<file path="config.mk">
export PLATFORM = sky130hd
export DESIGN_NAME = decoder_3_to_8
export DESIGN_NICKNAME = d
export VERILOG_FILES = /design/src/rtl/decoder_3_to_8.sv
export SDC_FILE = /design/constraint.sdc
export NUM_CORES = 1
export LEC_CHECK = 0
export CAP_MARGIN = 20
export CORE_AREA = 4 4 41 43
export DETAILED_ROUTE_END_ITERATION = 6
export DIE_AREA = 0 0 45 47
export GPL_TIMING_DRIVEN = 0
export PLACE_DENSITY = 0.5
export REMOVE_ABC_BUFFERS = 1
export SLEW_MARGIN = 10
export SYNTH_ARGS = -nofsm -noshare
export SYNTH_HDL_FRONTEND = slang
export SYNTH_SLANG_ARGS = --single-unit
export TNS_END_PERCENT = 20
</file>
<file path="constraint.sdc">
create_clock -name clk -period 0.8 [get_ports clk]
set_input_delay 0.16 -clock clk [delete_from_list [all_inputs] [get_ports clk]]
set_output_delay 0.16 -clock clk [all_outputs]
set_load 0.005 [all_outputs]
</file>
<file path="src/rtl/decoder_3_to_8.sv">
// 3-to-8 one-hot decoder with enable; outputs are registered or reset-gated combinational.
module decoder_3_to_8 #(
  parameter int REGISTERED = 1
) (
  output logic Y7,
  output logic Y6,
  output logic Y5,
  output logic Y4,
  output logic Y3,
  output logic Y2,
  output logic Y1,
  output logic Y0,
  input  logic A,
  input  logic B,
  input  logic C,
  input  logic en,
  input  logic clk,
  input  logic rst
);

  logic [2:0] idx;
  logic [7:0] y_d;
  logic [7:0] y_out;

  assign idx = {A, B, C};

  always_comb begin
    y_d = '0;
    if (en) begin
      y_d[idx] = 1'b1;
    end
  end

  generate
    if (REGISTERED != 0) begin : g_reg
      logic [7:0] y_q;

      always_ff @(posedge clk or posedge rst) begin
        if (rst) begin
          y_q <= '0;
        end else begin
          y_q <= y_d;
        end
      end

      assign y_out = y_q;
    end else begin : g_comb
      // No state in this mode: reset simply masks the live decode.
      assign y_out = rst ? '0 : y_d;
    end
  endgenerate

  assign {Y7, Y6, Y5, Y4, Y3, Y2, Y1, Y0} = y_out;

endmodule

</file>
==> results of run 1 <==
-- through the flow --
| step | worst slack [ns] | utilization | hold slack (ns) |
|---|---|---|---|
| finish | -0.0790 | 0.327 | 0.150 |
| CTS | -0.0964 | 0.327 | 0.155 |
| global placement | -0.316 | 0.344 | 0.415 |
| detailed placement | -0.340 | 0.344 | 0.417 |
| global route | -0.115 | 0.327 | 0.183 |
| floorplan | 0.291 | - | -0.0243 |
-- routing by layer --
metal  vias up  GRT usage
li1         99          -
met1        89     0.0704
met2        12     0.0734
met3         2     0.0153
met4         0      0.140
met5         -          0
-- repair_timing --
| action | CTS | global route |
|---|---|---|
| hold endpoints to repair | 0 | 0 |
| gates cloned | 0 | 0 |
| gates resized for setup | 36 | 0 |
| setup endpoints to repair | 16 | 8 |
-- report_power, final --
| part | switching (mW) | internal [mW] | leakage, nW |
|---|---|---|---|
| Clock | 0.116 | 0.170 | 0.0138 |
| Combinational | 0.0320 | 0.0343 | 0.113 |
| Sequential | 0.00191 | 0.416 | 0.110 |
-- cell families (layout without fill, tap and decap cells) --
kind of cell | count (synthesis) | count (layout) | share of synthesized area
DFF | 8 | 8 | 0.669
and+or+nand+nor | 8 | 8 | 0.318
buffers and inverters | 1 | 17 | 0.0125
-- how the worst min path moves through the flow --
stage	startpoint	cells after the start	end
floorplan	rst	1	g_reg.y_q[0]
global placement	rst	2	g_reg.y_q[6]
detailed placement	rst	2	g_reg.y_q[2]
CTS	rst	2	g_reg.y_q[5]
global route	rst	2	g_reg.y_q[3]
finish	rst	2	g_reg.y_q[5]
-- final cells by class --
cell class              count  area share
repair buffers             13       0.200
clock buffers               3      0.0529
inverters                   1     0.00882
multi-input cells           8       0.224
flip-flops and latches      8       0.471
well taps                  15      0.0441
-- cell usage in the layout (no fill, tap or decap), drive strengths merged --
cell / n
dlygate4sd2: 4
dfrtp: 8
inv: 1
and4bb: 3
clkbuf: 3
buf: 8
and4: 1
clkdlybuf4s50: 1
nor4b: 1
and4b: 3
==> flow_summary_export.csv, run 1 <==
group,metric,value,unit
clock_tree,cts_tree,"yes",
route,ant_nets,0,
route,drcViolationCount,0,
finish,seq_area,200,um2
finish,final_cell_count_no_fill,48,
worst_setup_path,cp_slowest_cell,"dfrtp_1",
route,wl,515,um
die,die_w,45,um
sta,fmax,1.14,GHz
yosys,ys_types,8,
worst_setup_path,cp_slowest_stage_delay,0.36,ns
route,via_count,202,
route,route.met2.wl,219,um
die,die-area,2120,um2
finish,final_area,425,um2
worst_setup_path,critPathBufInv,1,
global_route,overflow,0,
pwr,power,0.770,mW
clock_tree,postCtsSetupRepairBufs,0,
route,highest_layer,"met4",
die,fp.dieH,47,um
worst_setup_path,crit_type,"register to output pin",
placed_design,portBuffers,13,
sta,setup_violations,8,
clock_tree,cts_max_level,1,
die,row_count,13,
clock_tree,cts_root_buf,"clkbuf_4",
route,drt_first_pass_iters,2,
yosys,ys.flop_type,"dfrtp_1",
status,status,"finished with violations",
yosys,synth_edf_count,0,
worst_setup_path,path_depth,1,
worst_setup_path,worstPathMaxFanout,1,
route,drt-met1-wl,201,um
worst_setup_path,crit_path_cell_trace,"buf_2",
yosys,synth_most_common_cell,"dfrtp_1",
global_route,antenna_found_initial,0,
die,io_pins,14,
yosys,syn_inst,17,
clock_tree,numCtsBuffers,3,
placed_design,placed_cell_area,448,um2
sta,fin_crit_sh,1.10,
min_path,hold_path_class,"input port to async pin",
finish,multiInputGateArea,95.1,um2
finish,drive_above_1_share,0.485,
finish,nFillCells,143,
route,avgViaCountPerCell,4.21,
finish,diodes,0,
sta,min_period,0.879,ns
route,routed-wl-met3,69,um
yosys,synth_common_cells,"dfrtp_1, and4b_2, and4bb_1",
route,drtIter0Drc,1,
sta,final_max_slew_viol_count,0,
worst_setup_path,crit_required,0.64,ns
yosys,yosysWarnings,0,
yosys,avgSynthCellArea,17.6,um2
yosys,syn_area,299,um2
pwr,leakagePower,0.237,nW
die,coreArea,1300,um2
sta,finalHoldViolations,0,
clock_tree,clk_pin_slew,0.05,ns
pwr,ir_drop,0.000449,V
yosys,synth_area_leader_cell,"dfrtp_1",
clock_tree,clockBufferDepth,2,
yosys,synth-seq-area-share,0.669,
finish,top_register,"g_reg.y_q",
sta,max_slew_margin,0.818,
yosys,synth.area.top_cells,"dfrtp_1, and4bb_1, and4b_2, nor4b_2, and4bb_2",
worst_setup_path,endpoint,"Y2",
sta,worst_pin_slew,0.273,ns
worst_setup_path,crit_start,"g_reg.y_q[2]",
route,wl_per_cell,10.7,um
clock_tree,clkSinkCount,8,
die,start_util,0.230,
worst_setup_path,endpoint_kind,"output pin",
worst_setup_path,critPathTopFamily,"flip-flops",
finish,largest_reg_flops,8,
global_route,grt_max_degree,9,
worst_setup_path,cp-start-kind,"register",
yosys,synth_seq_cells,8,
finish,area_growth,42.3,%
sta,rsz0062_at_grt,"true",
status,violations,"setup timing",
placed_design,place_hpwl,401,um
pwr,power_density,1810,nW/um2
yosys,async_flop_share,1.00,
clock_tree,ctsHoldBuffers,0,
global_route,grt_pass1_wl,862,um
finish,layout.nets,41,
global_route,grt_use_total,0.0671,
worst_setup_path,arrival,0.72,ns
placed_design,place_congestion,0.683,
global_route,grt_pass1_vias,201,
finish,reg_top3,"g_reg.y_q x8",
yosys,synth_top_area_frac,0.669,
sta,tns,-0.567,ns
job,max_cap_viol_count,0,
sta,fin_ws,-0.0790,ns
placed_design,dpl.cell_count,45,
Power figures use the tool's default switching activity.
==> run 2, diff against run 1 <==
Settings changed: HOLD_SLACK_MARGIN set to 0.02.
==> results of run 2 <==
No change in the layout: final DEF, timing and power equal those of run 1.
